**config.mk**
```make
export PLATFORM = sky130hd
export DESIGN_NAME = drum_mac_accumulator
export DESIGN_NICKNAME = d
export VERILOG_FILES = /design/src/rtl/drum_mac_accumulator.sv
export SDC_FILE = /design/constraint.sdc
export NUM_CORES = 1
export LEC_CHECK = 0
export ABC_CLOCK_PERIOD_IN_PS = 9140
export BUFFER_PORTS_ARGS = -buffer_cell sky130_fd_sc_hd__buf_2
export CAP_MARGIN = 20
export CORE_UTILIZATION = 25
export CTS_BUF_LIST = sky130_fd_sc_hd__clkbuf_16
export CTS_CLUSTER_DIAMETER = 30
export DETAILED_ROUTE_END_ITERATION = 6
export PLACE_DENSITY_LB_ADDON = 0.25
export SLEW_MARGIN = 20
export SYNTH_ARGS = -nofsm -noshare
export SYNTH_HDL_FRONTEND = slang
export SYNTH_HIERARCHICAL = 1
export SYNTH_SLANG_ARGS = --single-unit
```
**constraint.sdc**
```tcl
create_clock -name clk -period 9.14 [get_ports clk]
set_clock_uncertainty 0.15 [all_clocks]
set_input_delay 0.914 -clock clk [delete_from_list [all_inputs] [get_ports clk]]
set_output_delay 0.914 -clock clk [all_outputs]
set_load 0.005 [all_outputs]
```
**src/rtl/drum_mac_accumulator.sv**
```systemverilog
// Pipelined DRUM multiply-accumulate stage: S1 operand register, S2 product
// register, S3 window accumulator with requantizing valid/ready output register.
module drum_mac_accumulator #(
    parameter int K     = 6,
    parameter int N     = 16,
    parameter int M     = 16,
    parameter int ACC_W = 40,
    parameter int OUT_W = 32,
    parameter int SHIFT = 0
) (
    input  logic             clk,
    input  logic             rst_n,
    input  logic             in_valid,
    output logic             in_ready,
    input  logic [N-1:0]     in_a,
    input  logic [M-1:0]     in_b,
    input  logic             in_last,
    output logic             out_valid,
    input  logic             out_ready,
    output logic [OUT_W-1:0] out_data,
    output logic             out_sat,
    output logic [15:0]      out_count
);

    localparam int P_W = N + M;

    localparam logic signed [ACC_W-1:0] T_MAX =
        {{(ACC_W-OUT_W+1){1'b0}}, {(OUT_W-1){1'b1}}};
    localparam logic signed [ACC_W-1:0] T_MIN =
        {{(ACC_W-OUT_W+1){1'b1}}, {(OUT_W-1){1'b0}}};

    logic                    stall;
    logic                    s1_v;
    logic                    s1_last;
    logic [N-1:0]            s1_a;
    logic [M-1:0]            s1_b;
    logic                    s2_v;
    logic                    s2_last;
    logic signed [ACC_W-1:0] s2_prod;
    logic [P_W-1:0]          prod;
    logic signed [ACC_W-1:0] acc;
    logic signed [ACC_W-1:0] sum;
    logic signed [ACC_W-1:0] t;
    logic [15:0]             cnt;
    logic [15:0]             cnt_inc;
    logic [OUT_W-1:0]        q_data;
    logic                    q_sat;
    logic                    close_win;

    // Only a closing product can be blocked by an occupied output register.
    assign stall     = out_valid && !out_ready && s2_v && s2_last;
    assign in_ready  = !stall;
    assign close_win = !stall && s2_v && s2_last;

    DRUMk_M_N_s #(
        .K (K),
        .M (N),
        .N (M)
    ) u_drum (
        .a (s1_a),
        .b (s1_b),
        .r (prod)
    );

    assign sum     = acc + s2_prod;
    assign t       = sum >>> SHIFT;
    assign cnt_inc = (cnt == 16'hFFFF) ? cnt : cnt + 16'd1;

    always_comb begin
        q_data = t[OUT_W-1:0];
        q_sat  = 1'b0;
        if (t > T_MAX) begin
            q_data = {1'b0, {(OUT_W-1){1'b1}}};
            q_sat  = 1'b1;
        end else if (t < T_MIN) begin
            q_data = {1'b1, {(OUT_W-1){1'b0}}};
            q_sat  = 1'b1;
        end
    end

    always_ff @(posedge clk or negedge rst_n) begin
        if (!rst_n) begin
            s1_v    <= 1'b0;
            s1_last <= 1'b0;
            s1_a    <= '0;
            s1_b    <= '0;
            s2_v    <= 1'b0;
            s2_last <= 1'b0;
            s2_prod <= '0;
        end else if (!stall) begin
            s1_v    <= in_valid;
            s1_last <= in_last;
            s1_a    <= in_a;
            s1_b    <= in_b;
            s2_v    <= s1_v;
            s2_last <= s1_last;
            s2_prod <= ACC_W'($signed(prod));
        end
    end

    always_ff @(posedge clk or negedge rst_n) begin
        if (!rst_n) begin
            acc <= '0;
            cnt <= '0;
        end else if (!stall && s2_v) begin
            if (s2_last) begin
                acc <= '0;
                cnt <= '0;
            end else begin
                acc <= sum;
                cnt <= cnt_inc;
            end
        end
    end

    always_ff @(posedge clk or negedge rst_n) begin
        if (!rst_n) begin
            out_valid <= 1'b0;
            out_data  <= '0;
            out_sat   <= 1'b0;
            out_count <= '0;
        end else if (close_win) begin
            out_valid <= 1'b1;
            out_data  <= q_data;
            out_sat   <= q_sat;
            out_count <= cnt_inc;
        end else if (out_ready) begin
            out_valid <= 1'b0;
        end
    end

endmodule

// Signed DRUM multiplier: one's-complement magnitudes, each truncated to K
// significant bits with the dropped tail replaced by a forced LSB of one.
module DRUMk_M_N_s #(
    parameter int K = 6,
    parameter int M = 16,
    parameter int N = 16
) (
    input  logic [M-1:0]   a,
    input  logic [N-1:0]   b,
    output logic [M+N-1:0] r
);

    localparam int R_W = M + N;

    logic [M-1:0]   a_mag;
    logic [N-1:0]   b_mag;
    logic [K-1:0]   a_t;
    logic [K-1:0]   b_t;
    int             a_sh;
    int             b_sh;
    logic [R_W-1:0] r_mag;

    assign a_mag = a[M-1] ? ~a : a;
    assign b_mag = b[N-1] ? ~b : b;

    // Ascending scan: the highest set bit above the K-bit window wins.
    always_comb begin
        a_t  = a_mag[K-1:0];
        a_sh = 0;
        for (int i = K; i < M; i++) begin
            if (a_mag[i]) begin
                a_sh   = i - K + 1;
                a_t    = K'(a_mag >> (i - K + 1));
                a_t[0] = 1'b1;
            end
        end
    end

    always_comb begin
        b_t  = b_mag[K-1:0];
        b_sh = 0;
        for (int i = K; i < N; i++) begin
            if (b_mag[i]) begin
                b_sh   = i - K + 1;
                b_t    = K'(b_mag >> (i - K + 1));
                b_t[0] = 1'b1;
            end
        end
    end

    assign r_mag = (R_W'(a_t) * R_W'(b_t)) << (a_sh + b_sh);
    assign r     = (a[M-1] ^ b[N-1]) ? ~r_mag : r_mag;

endmodule
```
After elaboration in Yosys (flattened, before gate mapping). Cells that the tools add are included.

Register bits after elaboration: 174. Output and inout bits: 51. Logic and storage cells: 85.

$add $sub $neg: 3. $mul: 1. Magnitude comparators: 2. Equal/unequal tests: 1. Shifts and indexed selects: 1. Multiplexer cells: 52. Bitwise operators: 4. Reduce and logical (&&, ||, !) cells: 8.

Operators by type and width (count): $mux W32 (12); $mux W6 (20); $mux W16 (4); $add A40 B32 Y40 (1); $gt A40 B32 Y1 const B (1); $lt A40 B32 Y1 const B (1); $mux W40 (1); $add A32 B5 Y32 (1); $not A16 Y16 (2); $not A32 Y32 (1); $shl A12 B32 Y32 (1); $add A16 B1 Y16 const B (1); $eq A16 B16 Y1 const B (1); $mul A6 B6 Y12 (1); $mux W3 (4); $mux W4 (3); $mux W1 (6); $logic_and A1 B1 Y1 (5); $mux W2 (2); $logic_not A1 Y1 (2); $reduce_bool A2 Y1 (1); $xor A1 B1 Y1 (1).

Longest topological paths before layout. Gate-level depths: netlist of run 1.

Depth in word-level cells: 16. Mapped depth: 28. Mapped depth without buffers: 25.

Cells and area by module. The synthesis of run 1 kept the hierarchy.

Modules (own cells, without submodules): drum_mac_accumulator (instances 1, cells an instance 1012, area each 10110.9 um^2, seq. area each 4354.2 um^2); DRUMk_M_N_s (instances 1, cells an instance 765, area each 4850.9 um^2, seq. area each 0.0 um^2).

Least setup slack after synthesis of run 1. No wires, ideal clock.

Path type: register -> register. Start point: register s1_a[7]. End point: register s2_prod[27]. Library setup time: 125 ps. Arrival time: 6223 ps. Required time: 8865 ps. Setup slack: 2642 ps. Cell stages (with the launch flop): 26. Buffers on the path: 2. Period minus slack after synthesis: 6498 ps. Cells stage by stage: dfrtp_1 -> buf_2 -> or3b_2 -> a21oi_1 -> a221oi_1 -> and2_1 -> o311ai_0 -> a21boi_0 -> o32ai_1 -> and2_1 -> fa_1 -> fa_1 -> inv_1 -> fa_1 -> inv_1 -> ha_1 -> buf_2 -> o21ai_1 -> or3b_4 -> o221ai_1 -> a211oi_1 -> a311o_1 -> mux2_4 -> a211oi_1 -> xnor2_1 -> mux2_2.

Word-level cells in the longest chain between the ends: 15.

RTL lines: start: declaration (line 35) `logic [N-1:0] s1_a;`; start signal: assignment (line 93) `s1_a <= in_a;`; $not A16 Y16 (line 156) `assign a_mag = a[M-1] ? ~a : a;`; $mux W16 * (line 156); $mux W6 / $mux W32 (equally long branches) (9 in series) (line 164) `if (a_mag[i]) begin`; $mul A6 B6 Y12 / $add A32 B5 Y32 (equally long branches) (line 184) `assign r_mag = (R_W'(a_t) * R_W'(b_t)) << (a_sh + b_sh);`; $shl A12 B32 Y32 * (line 184); $not A32 Y32 (line 185) `assign r = (a[M-1] ^ b[N-1]) ? ~r_mag : r_mag;`; $mux W32 * (line 185); named net prod[27] (line 40) `logic [P_W-1:0] prod;`; end signal: assignment (line 97) `s2_prod <= ACC_W'($signed(prod));`; end: declaration (line 39) `logic signed [ACC_W-1:0] s2_prod;`.

The timed path passes the listed nets; every way through them passes the cells marked *. A chain may end at the register's enable or synchronous reset.

Final worst setup path of run 1.
Start point: register s1_a[7]. End point: register s2_prod[10].

The elaborated chain is that of the path after synthesis.

==> summary.md, run 1 <==
| Metric | Value |
|---|---|
| Core ar. | 0.0590 mm^2 |
| Layout cells sized above 1 | 15.0% |
| Mean Syn Cell Area | 8.42 um^2 |
| Root buffer cell | clkbuf_16 |
| Startpoint Class | flop |
| Post-synthesis xor/xnor area fraction | 4.97% |
| Synth warnings | 6 |
| Congestion Overflow GR | 0 |
| Max-Cap Viols | 0 |
| Commonest non-fill, non-tap cell in the layout | dfrtp_1 |
| Ys async rst share | 100% |
| CTS Buf Count | 17 |
| Largest net degree at the start of global routing | 108 |
| DIE WIDTH | 247 um |
| Port bufs | 87 |
| Drt via density | 5.36 |
| Sequential element share of the synthesized area | 29.1% |
| Initial drt markers | between 1000 and 1500 |
| CTS Buffer Depth | 2 |
| Outcome | completed |
| Setup-failing EPs final | 0 |
| Vert. Die Dim | 247 um |
| Critical Path AT | 8.01 ns |
| Post-synth EDFFs | 0 |
| Post-synthesis mux area share | just over 7% |
| Critical Path RT | 9.36 ns |
| Post-DRT Antenna Nets | 0 |
| Hold Fails Final Rpt | 0 |
| Yosys cell types | 88 |
| Area growth from synthesis to final layout | 11.0% |
| Cell area after synthesis | 0.0150 mm^2 |
| Post-route DRC | 0 |
| Num rows | 89 |
| Worst-Skew Late Latency | 0.49 ns |
| Crit. End Element | flop |
| LEAKAGE | 0.00707 uW |
| R2R cell count | 24 |
| Post-CTS setup buffer count | 0 |
| Max frequency | 128 MHz |
| Simple-Gate Fraction of Synth Area | 18.6% |
| Final TNS setup | 0 ns |
| Critical path class | flop to flop |
| R2R Setup Slk | between 1 and 1.5 ns |
| Hold buffers post-CTS | 0 |
| Area share of fa/ha/maj cells after synthesis | 7.89% |
| Hold Path Class | flop to flop |
| Post-Route Utilization | around 28% |
| Ys flop type | dfrtp_1 |
| Main combinational cell family by area after synthesis | compound AO/OA/AOI/OAI gates |
| Worst flop-to-flop path startpoint | s1_a[7]$_DFFE_PN0N_ |
| CTS tree | built |
| Unrepaired setup endpoints after global routing | false |
| # H-tree levels | 4 |
| Worst slew pin tran | 0.985 ns |
| Worst-path fanout max | 22 |
| GRT Overall Usage | 14.9% |
| Complex-gate fraction of the synthesized area | 27.2% |
| Hold Path Stages | 1 |
| Dpl hpwl | 32.4 mm |
| Power Dens Cells | around 400 mW/mm^2 |
| Yosys reg bits | roughly 170 |
| Starting Density | 25.4% |
| Nets | between 1500 and 2000 |
| Max Slew Vio Count | 0 |
| DIE AREA | 0.0608 mm^2 |
| Syn Nets | 1897 |
| Hold Path Origin | s1_last$_DFFE_PN0N_ |
| Filler cells | 6324 |
| DR pass1 iterations | 5 |
| # clock sinks | between 150 and 200 |
| Relative slew slack | 34.3% |
| Cells resized by post-CTS repair | 0 |
| Vias in the first global route | 12700 |
| Final Cycle Share | 85.2% |
| Initial antenna violation count | 0 |
| Wirelength per Cell | 17.6 um |
| Min Tclk post-route | 7.79 ns |
| Clock transition at the registers of the reported paths | roughly 0.080 ns |
| Final WL | approximately 45 mm |
| Mapped Cells | 1777 |
| Leading cell types in the layout, fill and taps excluded | dfrtp_1, nand2_1, nor2_1 |
| Top-Level Pins | 88 |
| GPL Wtd Cong | 0.879 |
| Total number of vias | between 10000 and 15000 |
| Worst ir drop on vdd | approximately 190 uV |
| First-pass GRT wire length | 72.2 mm |
| Hold worst-path end | s2_last$_DFFE_PN0N_ |
| Hold WS | between 0.3 and 0.4 ns |
| RR Endpoint | s2_prod[10]$_DFFE_PN0N_ |
==> cell type report <==
cell class	instances	area, um^2	share of cell area, %
Multi-Input combinational cell	1409	9850	59.3
Tap cell	773	967	5.83
Sequential cell	174	4350	26.2
Timing Repair Buffer	108	602	3.63
Clock buffer	17	425	2.56
Clock inverter	15	170	1.03
Antenna cell	1	2.50	0.0151
Inverter	61	229	1.38
==> routing by layer <==
| layer | GRT usage (%) | vias up | wire length, um |
|---|---|---|---|
| li1 | - | 6558 | - |
| met2 | 23.0 | 342 | 20600 |
| met5 | 0 | - | 0 |
| met4 | 4.59 | 0 | 772 |
| met3 | 2.27 | 39 | 1870 |
| met1 | 21.2 | 6782 | 21900 |
==> registers in the layout, summed over array words and instances, names as in the netlist <==
signal     flops
s2_v           1
s1_a          16
s1_last        1
acc           40
out_data      32
cnt           16
s2_prod       32
out_sat        1
out_valid      1
s2_last        1
out_count     16
s1_b          16
s1_v           1
==> synthesized netlist by cell type, types with 12 or more instances <==
master / instances / area (um^2)
nand3_1: 39 / 195
a21oi_1: 136 / 681
nor3_1: 34 / 170
nor2_1: 149 / 559
a31oi_1: 22 / 138
a211oi_1: 30 / 225
ha_1: 64 / 801
a211oi_2: 24 / 300
buf_1: 12 / 45.0
buf_2: 21 / 105
nand2_1: 166 / 623
o21ai_1: 12 / 60.1
and2_1: 24 / 150
a22o_1: 30 / 263
xnor2_1: 62 / 543
mux2_2: 70 / 788
o22ai_1: 14 / 87.6
o21a_1: 18 / 135
nor4_1: 27 / 169
a21o_1: 42 / 315
and3_1: 26 / 163
nand4_1: 20 / 125
xor2_1: 21 / 184
o211ai_1: 22 / 165
fa_1: 19 / 380
nor2b_1: 13 / 81.3
or3_1: 12 / 75.1
o21ai_0: 103 / 515
nand2b_1: 18 / 113
dfrtp_1: 174 / 4350
inv_1: 57 / 214
mux2i_1: 25 / 250
clkbuf_1: 97 / 364
==> cell families after synthesis <==
kind of cell | count (synthesis)
flops | 174
fa+ha+maj | 83
xor+xnor | 84
simple gates | 569
mux | 96
compound gates | 577
buf+inv | 194
==> how the worst max path moves through the flow <==
stage | depth (start not counted) | endpoint | slack [ns] | start
6_report | 24 | s2_prod[10]$_DFFE_PN0N_ | 1.35 | s1_a[7]$_DFFE_PN0N_
5_1_grt | 24 | s2_prod[18]$_DFFE_PN0N_ | 0.64 | s1_a[7]$_DFFE_PN0N_
4_1_cts | 24 | s2_prod[18]$_DFFE_PN0N_ | 1.46 | s1_a[7]$_DFFE_PN0N_
3_5_place_dp | 24 | s2_prod[10]$_DFFE_PN0N_ | 1.48 | s1_a[7]$_DFFE_PN0N_
3_3_place_gp | 24 | s2_prod[10]$_DFFE_PN0N_ | 1.67 | s1_a[15]$_DFFE_PN0N_
2_1_floorplan | 25 | s2_prod[27]$_DFFE_PN0N_ | 2.64 | s1_a[7]$_DFFE_PN0N_
==> critical path, stage by stage (launching register included) <==
cell	delay, ns
dfrtp_1	0.73
clkinv_1	0.42
o21ai_0	0.26
a221o_1	0.18
a32oi_1	0.16
a311oi_1	0.30
a21oi_1	0.07
a311oi_1	0.75
nand2_1	0.18
fa_1	0.54
inv_1	0.06
fa_1	0.53
inv_1	0.06
fa_1	0.52
inv_1	0.04
ha_1	0.44
o21a_1	0.21
o21a_1	0.16
o31ai_1	0.11
a2111oi_0	0.77
nor2_1	0.23
o211a_1	0.26
o21ai_0	0.20
xnor2_1	0.09
mux2_2	0.26
==> per-stage QoR <==
stage / total power [uW] / setup slack [ns] / cells / area (um^2)
floorplan: 4720 / 2.64 / 1777 / 15000
global placement: 5860 / 1.67 / 2525 / 16000
detailed placement: 5900 / 1.48 / 2525 / 16000
CTS: 6710 / 1.46 / 2557 / 16600
global route: 7250 / 0.641 / 2557 / 16600
finish: 6680 / 1.35 / 2558 / 16600
==> report_power, final <==
group | leakage (uW) | internal [uW] | switching [uW]
Sequential | 0.00221 | 975 | 205
Clock | 0.000279 | 367 | 390
Combinational | 0.00458 | 1840 | 2900
(Power assumes the default switching activity.)
==> run 2, diff against run 1 <==
--- a/config.mk
+++ b/config.mk
@@ -8,6 +8,7 @@
 export ABC_CLOCK_PERIOD_IN_PS = 9140
 export BUFFER_PORTS_ARGS = -buffer_cell sky130_fd_sc_hd__buf_2
 export CAP_MARGIN = 20
+export CORE_MARGIN = 2
 export CORE_UTILIZATION = 25
 export CTS_BUF_LIST = sky130_fd_sc_hd__clkbuf_16
 export CTS_CLUSTER_DIAMETER = 30
==> run 2 against run 1 <==
Compared with the run above: critical path depth stayed put; final cell count stayed put; clock-buffer cell count stayed put; clock power is 2.8% higher; non-clock buffer count is 1 higher; critical endpoint unchanged; total power is 0.36% higher.
==> summary.md, run 2 (synthesis results as in run 1) <==
| Metric | Value |
|---|---|
| Largest net degree at the start of global routing | about 110 |
| Post-Route Utilization | 28.1% |
| Startpoint Class | flop |
| Max frequency | 130 MHz |
| Unrepaired setup endpoints after global routing | false |
| # H-tree levels | 4 |
| P_int | between 3000 and 4000 uW |
| LEAKAGE | 0.00710 uW |
| Vias in the first global route | 13000 |
| GRT Overall Usage | 14.5% |
| CTS tree | built |
| DIE WIDTH | 249 um |
| Port bufs | 87 |
| Root buffer cell | clkbuf_16 |
| Area growth from synthesis to final layout | 11.2% |
| Post-DRT Antenna Nets | 0 |
| # clock sinks | 174 |
| Sw power | around 3500 uW |
| Final Cycle Share | between 80 and 90% |
| Wirelength per Cell | 17.6 um |
| Worst path top cell family by delay | compound AO/OA/AOI/OAI gates |
| Power Dens Cells | between 400 and 500 mW/mm^2 |
| Critical Path AT | 7.88 ns |
| Max-Cap Viols | 0 |
| CP bufs+invs | 4 |
| Congestion Overflow GR | 0 |
| Max Slew Vio Count | 0 |
| Crit. End Element | flop |
| Final WL | 45.1 mm |
| Worst-Skew Late Latency | 0.49 ns |
| Starting Density | 25.3% |
| DIE AREA | 0.0618 mm^2 |
| Cells resized by post-CTS repair | 0 |
| CTS Buf Count | 17 |
| Top Registers | acc (40), out_data (32), s2_prod (32) |
| Layout cells sized above 1 | 15.0% |
| Hold buffers post-CTS | 0 |
| Core ar. | 0.0591 mm^2 |
| Initial drt markers | 1059 |
| Hold Path Class | input port to asynchronous set/reset pin |
| Hold Fails Final Rpt | 0 |
| Sw Share | 52.1% |
| Crit-path max cell delay | between 0.7 and 0.8 ns |
| Commonest non-fill, non-tap cell in the layout | dfrtp_1 |
| Clock share of power | 11.6% |
| Drt via density | 5.33 |
| Critical path class | flop to flop |
| Nets | 1892 |
| Initial antenna violation count | 0 |
| CTS Buffer Depth | 2 |
| Worst path slowest cell | dfrtp_1 |
| First-pass GRT wire length | between 70 and 80 mm |
| Area of the multi-input gates | 0.00985 mm^2 |
| Worst slew pin tran | 0.961 ns |
| Most common cell on crit path | inv_1 |
| Clock transition at the registers of the reported paths | ~0.080 ns |
| Number of flip-flops in the largest register | 40 |
| Sequential share of power | 17.6% |
| Final TNS setup | 0 ns |
| Worst ir drop on vdd | 168 uV |
| Largest Register | acc |
| Overall power | 6700 uW |
| Total number of vias | about 14000 |
| Area taken by flip-flops and latches | around 0.0044 mm^2 |
| Leading cell types in the layout, fill and taps excluded | dfrtp_1, nand2_1, nor2_1 |
| Dpl hpwl | 32.6 mm |
| Combinational power share | 70.8% |
| Worst path cell trace | inv_1 -> nor3_1 -> a221oi_1 -> a221oi_1 -> o21ai_0 -> a2111o_1 -> a31oi_1 -> nand2_1 -> fa_1 -> inv_1 -> fa_1 -> inv_1 -> fa_1 -> inv_1 -> ha_1 -> o21a_1 -> o21a_1 -> o31ai_1 -> a2111oi_0 -> nor2_1 -> o211a_1 -> o21ai_0 -> xnor2_1 -> mux2_2 |
| Relative slew slack | 35.8% |
| Worst-path fanout max | 23 |
| Setup-failing EPs final | 0 |
| Vert. Die Dim | 249 um |
| N_diodes | 0 |
| Filler cells | ~6300 |
| Post-CTS setup buffer count | 0 |
| Num rows | 89 |
| Outcome | completed |
| Critical Path RT | 9.36 ns |
| Top-Level Pins | about 90 |
| GPL Wtd Cong | roughly 0.87 |
| Min Tclk post-route | 7.66 ns |
| DR pass1 iterations | 5 |
| Post-route DRC | 0 |
==> run 2: cell count changes in the layout (fill, tap and decap cells not counted), sizes merged <==
cell / previous run / this run
clkinvlp: 3 / 2
buf: 107 / 108
diode: 1 / 0
bufinv: 0 / 1
==> run 2: final timing paths <==
| check | from | endpoint | slack, ns | cells after the start |
|---|---|---|---|---|
| setup / recovery | s1_a[15]$_DFFE_PN0N_ | s2_prod[10]$_DFFE_PN0N_ | 1.48 | 24 |
| hold / removal | rst_n | out_count[7]$_DFFE_PN0P_ | 0.25 | 1 |
| setup reg to reg | s1_a[15]$_DFFE_PN0N_ | s2_prod[10]$_DFFE_PN0N_ | 1.48 | 24 |
| hold reg to reg | s1_last$_DFFE_PN0N_ | s2_last$_DFFE_PN0N_ | 0.32 | 1 |
| max in group asynchronous | rst_n | acc[26]$_DFFE_PN0P_ | 7.35 | 2 |
| min in group clk | s1_last$_DFFE_PN0N_ | s2_last$_DFFE_PN0N_ | 0.32 | 1 |
==> run 2: final cells by class <==
class	instances	area share, %
clock buffers	17	2.56
clock inverters	15	1.13
inverters	61	1.38
multi-input cells	1409	59.2
flip-flops and latches	174	26.2
well taps	773	5.81
repair buffers	109	3.78
==> run 2: power by group through the flow <==
stage | Combinational (uW) | Clock, uW | Sequential (uW)
after floorplan | 3630 | 0 | 1090
after detailed placement | 4700 | 0 | 1190
after CTS | 4730 | 810 | 1180
after global placement | 4670 | 0 | 1190
after global routing | 5250 | 836 | 1210
final | 4750 | 778 | 1180
==> run 2: worst reg2reg max path, delay by kind of cell, from the launching register on <==
family	cells	cell delay, ns
buffers and inverters	4	0.51
muxes	1	0.26
DFF	1	0.76
xor gates and xnor gates	1	0.09
AOI/OAI and AO/OA	11	3.10
adders and majority gates	4	2.06
and+or+nand+nor	3	0.62
==> run 2: metal layers <==
metal	GRT usage, %	share of wire, %	vias up
met5	0	0	-
met1	20.4	49	6735
met3	2.00	3.4	40
li1	-	-	6567
met4	4.80	1.7	0
met2	23.0	46	295
==> run 2: through the flow <==
| step | hold WS [ns] | setup slack (ns) | std cells | cell area, um^2 |
|---|---|---|---|---|
| 6_report | 0.247 | 1.48 | 2558 | 16600 |
| 5_1_grt | 0.260 | 0.935 | 2558 | 16600 |
| 4_1_cts | 0.235 | 1.59 | 2557 | 16600 |
| 3_5_place_dp | 0.311 | 1.63 | 2525 | 16000 |
| 3_3_place_gp | 0.311 | 1.71 | 2525 | 16000 |
| 2_1_floorplan | 0.280 | 2.64 | 1777 | 15000 |
